### src/rtl/ex_fifo_rd_burst.sv
// ex_fifo_rd_burst
// Read-side drain stage for ex_fifo, entirely in the FIFO read clock domain.
// It pulls words from the FIFO read port and hides the FIFO's one-cycle read
// latency behind a 3-entry prefetch buffer. Words leave as a valid/ready
// stream framed into fixed-length bursts, with a programmable idle gap
// between bursts.
//
// Ports
//   rd_clk, rd_rst        read-domain clock, async active-high reset
//   en                    start/continue bursting
//   fifo_rd_en            read request to ex_fifo rd_en
//   fifo_rd_data          ex_fifo rd_data (valid the cycle after a read)
//   fifo_rd_empty         ex_fifo rd_empty
//   m_valid/m_ready       stream handshake
//   m_data                stream word (head of the prefetch buffer)
//   m_sop/m_eop           first/last word of a burst, qualified by m_valid
//   burst_cnt             completed bursts, wraps at 65535 -> 0
//   busy                  FSM not idle, or prefetched words are held
module ex_fifo_rd_burst #(
    parameter int FIFO_WIDTH_Bit = 16,
    parameter int BURST_LEN      = 8,
    parameter int GAP_CYC        = 4
) (
    input  logic                      rd_clk,
    input  logic                      rd_rst,
    input  logic                      en,
    output logic                      fifo_rd_en,
    input  logic [FIFO_WIDTH_Bit-1:0] fifo_rd_data,
    input  logic                      fifo_rd_empty,
    output logic                      m_valid,
    input  logic                      m_ready,
    output logic [FIFO_WIDTH_Bit-1:0] m_data,
    output logic                      m_sop,
    output logic                      m_eop,
    output logic [15:0]               burst_cnt,
    output logic                      busy
);

    typedef enum logic [1:0] {IDLE, BURST, GAP} state_t;

    localparam logic [7:0] BEAT_LAST = 8'(BURST_LEN - 1);
    // With no gap the GAP state is unreachable; keep the compare value legal.
    localparam logic [7:0] GAP_LAST  = (GAP_CYC > 0) ? 8'(GAP_CYC - 1) : 8'd0;

    state_t state, state_next;
    logic [7:0]  beat, beat_next;
    logic [7:0]  gap_cnt, gap_cnt_next;
    logic [15:0] burst_cnt_next;

    logic [FIFO_WIDTH_Bit-1:0] buf_mem [3];
    logic [1:0] head, tail, occ;
    logic       inflight;
    logic       push, pop, en_fetch, room;

    function automatic logic [1:0] next_ptr(input logic [1:0] p);
        return (p == 2'd2) ? 2'd0 : p + 2'd1;
    endfunction

    // Reserve room for the word already in flight: a new read is allowed only
    // if occupancy plus the outstanding read, less this cycle's pop, stays
    // below the buffer depth. Reads are blocked while reset is held so a
    // request in the reset cycle never reaches the FIFO.
    always_comb begin
        en_fetch   = en || (state != IDLE);
        room       = ({1'b0, occ} + {2'b00, inflight}) < (3'd3 + {2'b00, pop});
        fifo_rd_en = !rd_rst && !fifo_rd_empty && en_fetch && room;
    end

    always_comb begin
        m_valid = (state == BURST) && (occ != 2'd0);
        pop     = m_valid && m_ready;
        push    = inflight;
        m_data  = buf_mem[head];
        m_sop   = m_valid && (beat == 8'd0);
        m_eop   = m_valid && (beat == BEAT_LAST);
        busy    = (state != IDLE) || (occ != 2'd0);
    end

    // Prefetch buffer: circular, data from a read issued last cycle is
    // written at this edge. A simultaneous push and pop leaves occ unchanged.
    always_ff @(posedge rd_clk or posedge rd_rst) begin
        if (rd_rst) begin
            head     <= 2'd0;
            tail     <= 2'd0;
            occ      <= 2'd0;
            inflight <= 1'b0;
            for (int i = 0; i < 3; i++) begin
                buf_mem[i] <= '0;
            end
        end else begin
            inflight <= fifo_rd_en;
            if (push) begin
                buf_mem[tail] <= fifo_rd_data;
                tail          <= next_ptr(tail);
            end
            if (pop) begin
                head <= next_ptr(head);
            end
            case ({push, pop})
                2'b10:   occ <= occ + 2'd1;
                2'b01:   occ <= occ - 2'd1;
                default: ;
            endcase
        end
    end

    // The read throttle guarantees the buffer cannot overflow.
    always_ff @(posedge rd_clk) begin
        if (!rd_rst) begin
            assert (!(push && !pop && occ == 2'd3));
        end
    end

    always_ff @(posedge rd_clk or posedge rd_rst) begin
        if (rd_rst) begin
            state     <= IDLE;
            beat      <= 8'd0;
            gap_cnt   <= 8'd0;
            burst_cnt <= 16'd0;
        end else begin
            state     <= state_next;
            beat      <= beat_next;
            gap_cnt   <= gap_cnt_next;
            burst_cnt <= burst_cnt_next;
        end
    end

    // beat only advances on a pop, so an empty FIFO mid-burst simply stalls
    // the burst. en is only looked at in IDLE and at the end of a gap, which
    // lets a started burst always run to BURST_LEN words.
    always_comb begin
        state_next     = state;
        beat_next      = beat;
        gap_cnt_next   = gap_cnt;
        burst_cnt_next = burst_cnt;
        case (state)
            IDLE: begin
                if (en) begin
                    state_next = BURST;
                    beat_next  = 8'd0;
                end
            end
            BURST: begin
                if (pop) begin
                    if (beat == BEAT_LAST) begin
                        beat_next      = 8'd0;
                        burst_cnt_next = burst_cnt + 16'd1;
                        if (GAP_CYC > 0) begin
                            state_next   = GAP;
                            gap_cnt_next = 8'd0;
                        end else begin
                            state_next = en ? BURST : IDLE;
                        end
                    end else begin
                        beat_next = beat + 8'd1;
                    end
                end
            end
            GAP: begin
                if (gap_cnt == GAP_LAST) begin
                    gap_cnt_next = 8'd0;
                    state_next   = en ? BURST : IDLE;
                end else begin
                    gap_cnt_next = gap_cnt + 8'd1;
                end
            end
            default: state_next = IDLE;
        endcase
    end

endmodule

### config.mk
export PLATFORM = sky130hd
export DESIGN_NAME = ex_fifo_rd_burst
export DESIGN_NICKNAME = d
export VERILOG_FILES = /design/src/rtl/ex_fifo_rd_burst.sv
export SDC_FILE = /design/constraint.sdc
export NUM_CORES = 1
export LEC_CHECK = 0
export BUFFER_PORTS_ARGS = -buffer_cell sky130_fd_sc_hd__buf_2
export CORE_MARGIN = 5
export CORE_UTILIZATION = 34
export CTS_BUF_LIST = sky130_fd_sc_hd__clkbuf_2 sky130_fd_sc_hd__clkbuf_4 sky130_fd_sc_hd__clkbuf_8
export DETAILED_ROUTE_END_ITERATION = 10
export GPL_ROUTABILITY_DRIVEN = 0
export SYNTH_ARGS = -nofsm -noshare
export SYNTH_HDL_FRONTEND = slang
export SYNTH_SLANG_ARGS = --single-unit
### constraint.sdc
create_clock -name rd_clk -period 3.3 [get_ports rd_clk]
set_input_delay 0.495 -clock rd_clk [delete_from_list [all_inputs] [get_ports rd_clk]]
set_output_delay 0.495 -clock rd_clk [all_outputs]
set_load 0.1 [all_outputs]
**Word-level counts from Yosys, hierarchy flattened**

Index checks and enable logic that the tools add are counted.

- Flip-flop bits (word level): 89
- Bits in latches: 0
- RAM bits: 0
- Bits in read-only memories: 0
- Input bits: 21
- Output and inout bits: 37
- Word-level logic and storage cells: 84
- Memories kept: 0

- Add/subtract/negate cells: 9
- $mul: 0
- Divide/modulo/power cells: 0
- Magnitude comparators: 4
- Equal/unequal tests: 12
- Shift operators: 0
- Mux-type cells: 23
- Bitwise logic cells: 2
- Reductions and logical operators: 23

Operator list:

| operator | count |
|---|---|
| $bwmux 48 | 1 |
| $mux 16 | 3 |
| $mux 8 | 6 |
| $bmux 16 s2 | 1 |
| $demux 16 s2 | 1 |
| $pmux 8 s2 | 2 |
| $add 16x1->16 const B | 1 |
| $add 8x1->8 const B | 2 |
| $mux 2 | 6 |
| $reduce_bool 2->1 | 5 |
| $reduce_and 3->1 | 3 |
| $eq 2x2->1 const B | 4 |
| $eq 8x2->1 const B | 1 |
| $eq 8x3->1 const B | 1 |
| $logic_and 1x1->1 | 8 |
| $logic_not 8->1 | 1 |
| $add 2x1->2 const B | 3 |
| $ge 3x3->1 const B | 2 |
| $ne 2x2->1 const B | 3 |
| $not 2->3 | 2 |
| $pmux 2 s3 | 1 |
| $eq 2x1->1 const B | 2 |
| $pmux 2 s2 | 1 |
| $reduce_and 4->1 | 1 |
| other kinds (10) | 12 |

**Longest topological paths before layout**

Gate-level depths: netlist of the first run.

- Depth in word-level cells: 6
- Depth in mapped cells: 8
- Mapped depth without buffers: 5

**Worst setup path after synthesis of the first run**

Ideal clock, no wire load.

- Path kind: reg2out
- From: register state[1]
- To: output m_sop
- Arrival: 5336 ps
- Data required time: 2805 ps
- Path slack: -2531 ps
- Stages on the path, launching flop included: 6
- Cells stage by stage: dfrtp_1 nand2b_1 buf_2 nor2_1 nand3b_1 nor4b_1

- Cells in the longest elaborated chain, start to end: 3

RTL lines:

| element | RTL line | RTL |
|---|---|---|
| start, declared | 45 | `state_t state, state_next;` |
| start signal, assigned | 121 | `state <= state_next;` |
| $eq 2x1->1 | 70 | `m_valid = (state == BURST) && (occ != 2'd0);` |
| $logic_and 1x1->1 | 70 |  |
| via m_valid | 30 | `output logic m_valid,` |
| $logic_and 1x1->1 | 74 | `m_sop = m_valid && (beat == 8'd0);` |
| end, declared | 33 | `output logic m_sop,` |

The timed path passes the listed nets, and every way through them passes these cells.

**Worst setup path in the final report of the first run**

- From: register occ[0]
- To: output fifo_rd_en

- Cells in the longest elaborated chain, start to end: 6

RTL lines:

| element | RTL line | RTL |
|---|---|---|
| start, declared | 51 | `logic [1:0] head, tail, occ;` |
| start signal, assigned | 100 | `2'b10: occ <= occ + 2'd1;` |
| start signal, assigned | 101 | `2'b01: occ <= occ - 2'd1;` |
| $reduce_bool 2->1 | 70 |  |
| $logic_and 1x1->1 | 70 |  |
| $logic_and 1x1->1 | 71 | `pop = m_valid && m_ready;` |
| $add 2x1->3 | 65 | `room = ({1'b0, occ} + {2'b00, inflight}) < (3'd3 + {2'b00, pop});` |
| $lt 3x3->1 (*) | 65 |  |
| $logic_and 1x1->1 (*) | 66 | `fifo_rd_en = !rd_rst && !fifo_rd_empty && en_fetch && room;` |
| end, declared | 27 | `output logic fifo_rd_en,` |

Every way passes the cells marked *; elsewhere a longest branch is shown, timed or not.

==> impl_metrics.ini, run 1 <==
[die]
die_area_mm2 = 0.01502
start_util_pct = 34.41
pin_count = 58
coreArea_mm2 = 0.01252
fp.dieH_um = 122.5
rows = 41
die_w_um = 122.5

[critical_path]
critPathRequiredTime_ns = 2.80
crit_fanout = 7
crit_type = flip-flop to output pin
end_kind = output pin
start_kind = flip-flop
r2r_cells = 5
rrSetupSlack_ns = 1.12
arrival_ns = 2.34
r2r-end = gap_cnt[7]$_DFFE_PP0P_
timing.rr.start = beat[0]$_DFFE_PP0P_

[timing]
drv_slew = 0
rsz0062_at_grt = no
final-hold-violation-count = 0
layout_setup_ws_ns = 0.4697
slew_headroom_pct = 38.72
period_minus_slack_ns = 2.830
worstMarginPinSlew_ns = 0.9166
clock.fmax_ghz = 0.3533
fin_worst_skew_ns = 0.01315
setup_viol = 0
fin_crit_sh_pct = 85.77

[synthesis]
async_flop_share_pct = 100.0
synth.distinct_cells = 49
synth_edf_count = 0
syn-instance-count = 374
synth_area_mm2 = 0.004307
synth-seq-cells = 89
syn-mean-instance-area_um2 = 11.52
yosysWarnings = 0
ys.flop_type = dfrtp_1
syn_nets = 401
yosysSeqAreaShare_pct = 51.71

[placement]
port-buffer-count = 57
place_ws_ns = 0.8485
dpl_cell_area_mm2 = 0.005045
dp_hpwl_um = 6206

[clock_tree]
postCtsSetupBuffers = 0
htree_levels = 3
cts_buffer_depth = 2
cts_resized = 0
cts_tree = built
cts_buffers = 9
clkSlewWorstSetupHoldPaths_ns = 0.09
insertion_delay_ns = 0.37
ctsHoldBuffers = 0
cts_num_sinks = 89
root_buffer = clkbuf_8

[global_route]
grt_pass1_wl_um = 15210
grt_max_degree = 90
antenna_found_initial = 0
grt-ovfl-total = 0
gr-usage-all-layers_pct = 13.02
grt_pass1_vias = 3035

[route]
antenna_left = 0
drt_first_pass_iters = 4
drt_iter0_markers = 176
wl_um = 9159
wl_met3_um = 442
routed_via_density = 4.964
wl_met1_um = 4173
via_count = 3013
highest_layer = met4
route.met2.wl_um = 4343
drc = 0
wl_per_cell_um = 15.09

[layout]
fin_nets = 458
final_util_pct = 41.89
design_area_mm2 = 0.005244
drive_gt1_share_pct = 32.41
fillers = 1201
diodes = 0
areaGrowthSynthToFinish_pct = 21.76

[pwr]
power_density_mw_per_mm2 = 1118
cellLeakagePower_uw = 0.002304
ir_drop_v = 0.0002931
power_uw = 5860

[min_path]
holdCritPathClass = input pin to async pin

[flow_run]
cap_violations = 0

[run_status]
status = completed
-- cells in the final DEF (no fill, tap or decap), drive strengths merged, types with 6 or more instances in the layout --
cell type	n
and3	7
buf	63
clkbuf	12
dfrtp	89
ha	6
inv	8
mux2	49
mux2i	20
nand2	37
nand3	23
nand4	10
nor2	8
nor3	9
o21ai	28
xnor2	15
-- layout make-up --
| class | instances | area [um2] | area share (%) |
|---|---|---|---|
| tap | 172 | 215.2 | 4.104 |
| multi-input combinational | 259 | 1984 | 37.84 |
| timing repair buffer | 63 | 583.1 | 11.12 |
| clock inverter | 3 | 40.04 | 0.7635 |
| sequential | 89 | 2227 | 42.47 |
| inverter | 9 | 35.03 | 0.6681 |
| clock buffer | 12 | 158.9 | 3.030 |
-- power by group --
part           internal, uW  switching (uW)  total, uW
combinational          1240            2100       3350
clock                   394             381        775
sequential             1480             259       1740
-- cells in the mapped netlist (2+ instances only) --
| library cell | count | share of area [%] |
|---|---|---|
| a211oi_1 | 2 | 0.35 |
| a21o_1 | 2 | 0.35 |
| a21oi_1 | 3 | 0.35 |
| a22o_1 | 2 | 0.41 |
| a32o_1 | 2 | 0.46 |
| and2_1 | 2 | 0.29 |
| and3_1 | 7 | 1.0 |
| buf_2 | 8 | 0.93 |
| clkbuf_1 | 7 | 0.61 |
| dfrtp_1 | 89 | 52 |
| ha_1 | 6 | 1.7 |
| inv_1 | 8 | 0.70 |
| mux2_2 | 49 | 13 |
| mux2i_1 | 20 | 4.6 |
| nand2_1 | 37 | 3.2 |
| nand2b_1 | 3 | 0.44 |
| nand3_1 | 23 | 2.7 |
| nand3b_1 | 3 | 0.52 |
| nand4_1 | 10 | 1.5 |
| nor2_1 | 8 | 0.70 |
| nor2b_1 | 4 | 0.58 |
| nor3_1 | 7 | 0.81 |
| nor4b_1 | 2 | 0.41 |
| o21ai_0 | 27 | 3.1 |
| o22ai_1 | 2 | 0.29 |
| o31ai_1 | 2 | 0.35 |
| xnor2_1 | 15 | 3.1 |
| xor2_1 | 3 | 0.61 |
-- state kept, by name, summed over array words and instances, names as in the netlist --
signal and cells:
beat 8, buf_mem 48, burst_cnt 16, gap_cnt 8
head 2, inflight 1, occ 2, state 2
tail 2
-- worst max-delay path by stage --
| stage | start | endpoint | slack (ns) | cells past startpoint |
|---|---|---|---|---|
| final | occ[0]$_DFFE_PP0P_ | fifo_rd_en | 0.47 | 5 |
| after global routing | occ[0]$_DFFE_PP0P_ | fifo_rd_en | 0.37 | 5 |
| after CTS | occ[0]$_DFFE_PP0P_ | fifo_rd_en | 0.43 | 5 |
| after detailed placement | occ[0]$_DFFE_PP0P_ | fifo_rd_en | 0.85 | 5 |
| after global placement | occ[0]$_DFFE_PP0P_ | fifo_rd_en | 0.87 | 5 |
| after floorplan | state[1]$_DFFE_PP0P_ | m_sop | -0.1 | 5 |
-- per-stage QoR --
| step | cells | hold WS (ns) | TNS, ns |
|---|---|---|---|
| finish | 607 | 0.2321 | 0 |
| global route | 607 | 0.2670 | 0 |
| CTS | 607 | 0.2348 | 0 |
| detailed placement | 592 | 0.4751 | 0 |
| global placement | 592 | 0.4619 | 0 |
| floorplan | 374 | 0.4792 | -0.09542 |
-- cells by family after synthesis --
logic type                 share of synthesized area (%)
buffers and inverters                              2.760
adders and majority gates                          1.743
and+or+nand+nor                                    14.90
AOI/OAI and AO/OA                                  7.757
xor gates and xnor gates                           3.661
muxes                                              17.46
DFF                                                51.71
-- critical path: stages, from the launching register on --
cell and delay, ns:
dfrtp_1 0.47, ha_1 0.24, ha_1 0.16, or4_1 0.48
a31oi_2 0.17, buf_2 0.45
-- layer usage --
layer | up-vias | track usage (%)
met4 | 0 | 6.368
met3 | 14 | 3.410
met2 | 61 | 20.85
li1 | 1449 | -
met1 | 1489 | 16.34
met5 | - | 0
Power figures use the tool's default switching activity.
==> run 2: changes to the inputs <==
- ABC_AREA: unset -> 1
==> run 2 against run 1 <==
Against the previous run: setup slack got worse by 0.071 ns; die area increased by 3.7%; sequential power barely moved; synthesized cell count up 55%; clock-buffer cell count is 3 lower; global-route usage grew 0.57 points; via count rose by 31%; critical path depth stayed put; hold slack improved by 0.056 ns; critical endpoint is now m_data[12]; largest power group unchanged.
==> impl_metrics.ini, run 2 <==
[critical_path]
cp-startpoint = head[0]$_DFFE_PP0P_
r2r-end = buf_mem[34]$_DFFE_PP0P_
crit_slowest_cell = dfrtp_1
path_cells = nor2_1, buf_4, nand2_1, nand3_1, buf_2
timing.rr.start = inflight$_DFF_PP0_
crit_fanout = 20
slowest_delay_ns = 0.64
arrival_ns = 2.41
start_kind = flip-flop
critPathRequiredTime_ns = 2.80
r2r_cells = 2
critical_path.endpoint = m_data[12]
end_kind = output pin
crit_type = flip-flop to output pin
rrSetupSlack_ns = 1.38

[synthesis]
yosysWarnings = 0
synth.distinct_cells = 30
synth_commonest_cells = 192 x nand2_1, 89 x dfrtp_1, 74 x o21ai_0, 68 x nand3_1, 53 x inv_1
async_flop_share_pct = 100.0
yosysMostFrequentCell = nand2_1
synth_area_leaders = dfrtp_1 50%, nand2_1 16%, o21ai_0 8.3%
syn_nets = 608
ys.flop_type = dfrtp_1
syn-mean-instance-area_um2 = 7.710
synth_area_leader_cell = dfrtp_1
synth_area_mm2 = 0.004479
netlist.area_leader.share_pct = 49.72
synth_edf_count = 0
yosysSeqAreaShare_pct = 49.72
synth-seq-cells = 89
syn-instance-count = 581

[timing]
setup_tns_ns = 0
worstMarginPinSlew_ns = 1.125
final-hold-violation-count = 0
drv_slew = 0
setup_viol = 0
fin_worst_skew_ns = 0.01013
rsz0062_at_grt = no
slew_headroom_pct = 24.78
clock.fmax_ghz = 0.3447
period_minus_slack_ns = 2.901
fin_crit_sh_pct = 87.92

[pwr]
power_density_mw_per_mm2 = 1038
cellLeakagePower_uw = 0.002642
ir_drop_v = 0.0003945

[global_route]
grt_max_degree = 48
grt_pass1_vias = 3706
gr-usage-all-layers_pct = 13.60
grt-ovfl-total = 0
grt_pass1_wl_um = 17730
antenna_found_initial = 0

[route]
wl_per_cell_um = 12.43
routed_via_density = 4.823
antenna_left = 0
drt_iter0_markers = 326
wl_um = 10150
drc = 0
via_count = 3940
drt_first_pass_iters = 5

[run_status]
status = completed

[clock_tree]
cts_buffers = 9
ctsHoldBuffers = 0
cts_resized = 0
postCtsSetupBuffers = 0
cts_num_sinks = 89
clkSlewWorstSetupHoldPaths_ns = 0.09
cts_tree = built
cts_buffer_depth = 2
htree_levels = 3
root_buffer = clkbuf_8
insertion_delay_ns = 0.36

[die]
die_w_um = 124.8
coreArea_mm2 = 0.01309
start_util_pct = 34.23
rows = 42
pin_count = 58
fp.dieH_um = 124.8
die_area_mm2 = 0.01557

[layout]
final_common_cell = nand2_1
final_cell_mix = 192 x nand2_1, 89 x dfrtp_1, 74 x o21ai_0, 68 x nand3_1, 57 x buf_2
largest_reg_flops = 48
drive_gt1_share_pct = 14.35
regMostFlops = buf_mem
final-seq-area_mm2 = 0.002227
diodes = 0
final_util_pct = 39.50
top_regs = buf_mem x48, burst_cnt x16
multi_input_area_mm2 = 0.001962
fin_nets = 663
areaGrowthSynthToFinish_pct = 15.39
fillers = 1361

[placement]
dp_hpwl_um = 7208
port-buffer-count = 57

[flow_run]
cap_violations = 0

[min_path]
holdCritPathClass = input pin to async pin
run 2: changes by cell type after synthesis, sizes merged, moves of 13 or more:
| cell | delta |
|---|---|
| o21ai | +47 |
| nor2 | +33 |
| nand3 | +45 |
| mux2i | -20 |
| mux2 | -49 |
| nand2 | +157 |
| xnor2 | -13 |
| inv | +45 |
run 2: layout make-up:
class                   instances  share of cell area (%)
clock buffers                   9                   2.397
clock inverters                 7                   1.622
inverters                      56                   4.188
multi-input cells             418                   37.96
flip-flops and latches         89                   43.09
well taps                     176                   4.260
repair buffers                 62                   6.488
run 2: logic make-up after synthesis:
family          share of synthesized area (%)
buf+inv                                 6.676
xor+xnor                                1.760
fa+ha+maj                               1.676
flops                                   49.72
simple gates                            31.34
compound gates                          8.827
run 2: worst min-delay path by stage:
stage                               end  cells after the start                     from  slack [ns]
6_report             occ[0]$_DFFE_PP0P_                      2                   rd_rst        0.29
3_5_place_dp    buf_mem[12]$_DFFE_PP0P_                      2  buf_mem[12]$_DFFE_PP0P_        0.47
2_1_floorplan    buf_mem[0]$_DFFE_PP0P_                      2   buf_mem[0]$_DFFE_PP0P_        0.45
4_1_cts              inflight$_DFF_PP0_                      2                   rd_rst        0.30
5_1_grt        burst_cnt[6]$_DFFE_PP0P_                      2                   rd_rst        0.35
3_3_place_gp    buf_mem[15]$_DFFE_PP0P_                      2  buf_mem[15]$_DFFE_PP0P_        0.47
run 2: worst max-delay path, delay by kind of cell (launching register included):
kind                   cells  cell delay, ns
buffers and inverters      2            0.71
flip-flops                 1            0.64
AND/OR/NAND/NOR            3            0.70
run 2: per-layer routing:
layer | vias up | global-route usage [%] | routed length [um] | part of all wire (%)
met4 | 0 | 6.899 | 257 | 2.5
met3 | 16 | 2.830 | 369 | 3.6
met1 | 1865 | 17.77 | 4828 | 48
met5 | - | 0 | 0 | 0
li1 | 1986 | - | - | -
met2 | 73 | 21.31 | 4696 | 46
run 2: through the flow:
step	worst slack (ns)	power (uW)	hold slack, ns	cells	cell area, um2
detailed placement	0.7641	4609	0.4732	801	4961
global route	0.1465	5718	0.3531	817	5169
global placement	0.8483	4549	0.4674	801	4961
finish	0.3985	5365	0.2882	817	5169
floorplan	0.03990	4094	0.4534	581	4488
CTS	0.3485	5422	0.3008	817	5169
run 2: where the power goes:
group	leakage, uW	total (uW)	switching (uW)	internal [uW]
clock network	0.000103	798	431	366
logic	0.00145	2820	2270	553
registers	0.00109	1740	274	1470
total	0.00264	5360	2970	2390
==> run 3: changes to the inputs <==
--- a/config.mk
+++ b/config.mk
@@ -9,2 +9,3 @@
 export BUFFER_PORTS_ARGS = -buffer_cell sky130_fd_sc_hd__buf_2
+export CORE_ASPECT_RATIO = 0.75
 export CORE_MARGIN = 5
==> constraint.sdc (replaced) <==
create_clock -name rd_clk -period 3.3 [get_ports rd_clk]
set_input_delay 0.165 -clock rd_clk [delete_from_list [all_inputs] [get_ports rd_clk]]
set_output_delay 0.165 -clock rd_clk [all_outputs]
set_load 0.1 [all_outputs]
==> run 3 against run 2 <==
Against the previous run: die area increased by 0.15%; sequential cell count stayed put; fmax is 16% higher; cell count is 0.49% lower; critical path type unchanged; critical path depth increased by 1; via count fell by 0.91%; non-clock buffer count is 2 higher; clock power rose by 3.1%.
==> impl_metrics.ini, run 3 (synthesized netlist as in run 2, its figures left out) <==
[timing]
period_minus_slack_ns = 2.499
drv_slew = 0
fin_worst_skew_ns = 0.01193
worstMarginPinSlew_ns = 1.011
setup_viol = 0
rsz0062_at_grt = no
final-hold-violation-count = 0
clock.fmax_ghz = 0.4002
slew_headroom_pct = 32.41
fin_crit_sh_pct = 75.73
setup_tns_ns = 0

[global_route]
antenna_found_initial = 0
gr-usage-all-layers_pct = 14.22
grt_pass1_vias = 3787
grt_max_degree = 49
grt_pass1_wl_um = 17960
grt-ovfl-total = 0

[critical_path]
arrival_ns = 2.33
crit_type = flip-flop to output pin
end_kind = output pin
crit_fanout = 19
start_kind = flip-flop
critPathRequiredTime_ns = 3.13

[route]
drc = 0
routed_via_density = 4.802
via_count = 3904
drt_iter0_markers = 276
drt_first_pass_iters = 5
wl_per_cell_um = 12.56
wl_um = 10210
antenna_left = 0

[clock_tree]
cts_tree = built
insertion_delay_ns = 0.37
postCtsSetupBuffers = 0
root_buffer = clkbuf_8
cts_num_sinks = 89
htree_levels = 3
cts_resized = 0
cts_buffers = 9
cts_buffer_depth = 2
clkSlewWorstSetupHoldPaths_ns = 0.09

[pwr]
power_density_mw_per_mm2 = 1041
ir_drop_v = 0.0008217
cellLeakagePower_uw = 0.002648

[die]
coreArea_mm2 = 0.01293
fp.dieH_um = 109.4
die_area_mm2 = 0.01559
rows = 36
pin_count = 58
die_w_um = 142.5
start_util_pct = 34.65

[layout]
top_regs = buf_mem x48, burst_cnt x16
final_cell_mix = 192 x nand2_1, 89 x dfrtp_1, 74 x o21ai_0, 68 x nand3_1, 57 x buf_2
layoutNonFillerInstCount = 813
regMostFlops = buf_mem
drive_gt1_share_pct = 14.33
diodes = 0
areaGrowthSynthToFinish_pct = 15.47
final_common_cell = nand2_1
fin_nets = 665
fillers = 1320
largest_reg_flops = 48

[placement]
port-buffer-count = 57
dp_hpwl_um = 7443
dp_cells = 797

[min_path]
holdCritPathClass = input pin to flip-flop

[flow_run]
cap_violations = 0

[run_status]
status = completed
run 3: where the power goes:
part	internal [uW]	leakage (uW)	total [uW]	switching, uW
registers	1470	0.00109	1750	282
clock network	431	0.000106	823	392
logic	547	0.00145	2810	2260
run 3: routing by layer:
metal / global-route usage [%] / share of wire (%) / up-vias
met1: 18.73 / 48 / 1840
met2: 23.12 / 47 / 72
met3: 4.087 / 3.9 / 9
met4: 3.731 / 1.3 / 0
li1: - / - / 1983
met5: 0 / 0 / -
run 3: worst paths after layout:
kind,startpoint,endpoint,slack (ns),depth (start not counted)
worst min-delay path,fifo_rd_empty,inflight$_DFF_PP0_,0.05,4
worst max-delay path,head[1]$_DFFE_PP0P_,m_data[1],0.80,6
max in group asynchronous,rd_rst,beat[2]$_DFFE_PP0P_,2.01,4
worst min register to register,buf_mem[8]$_DFFE_PP0P_,buf_mem[8]$_DFFE_PP0P_,0.49,2
worst max register to register,inflight$_DFF_PP0_,buf_mem[27]$_DFFE_PP0P_,1.47,2
min in group asynchronous,rd_rst,burst_cnt[9]$_DFFE_PP0P_,0.50,3
run 3: area by class of cell:
cell class	instances	area [um2]	share of cell area, %
Clock buffer	10	131.4	2.540
Clock inverter	5	81.33	1.572
Inverter	56	216.5	4.185
Multi-Input combinational cell	418	1962	37.93
Sequential cell	89	2227	43.06
Tap cell	171	214.0	4.136
Timing Repair Buffer	64	340.3	6.580
run 3: repair_timing:
action                                 4_1_cts  5_1_grt
endpoints found under the hold margin       46        0
setup endpoints to repair                    0        0
hold buffers                                 1        0
run 3: critical path, cell delays in order (launching register included):
cell and delay [ns]:
dfrtp_1 0.35, clkinv_1 0.42, nor2_1 0.33, buf_4 0.26, nand2_1 0.08, nand3_1 0.07
buf_2 0.43
run 3: through the flow:
step	utilization, %	worst slack (ns)	instance area, um2	power [uW]	hold slack (ns)
after floorplan	-	0.3699	4488	4094	0.3410
after global placement	38.29	1.320	4950	4563	0.3678
after detailed placement	38.29	1.200	4950	4612	0.3761
after CTS	40.01	0.7721	5172	5447	0.03942
after global routing	40.01	0.5495	5172	5771	0.04654
final	40.01	0.8009	5172	5387	0.05474
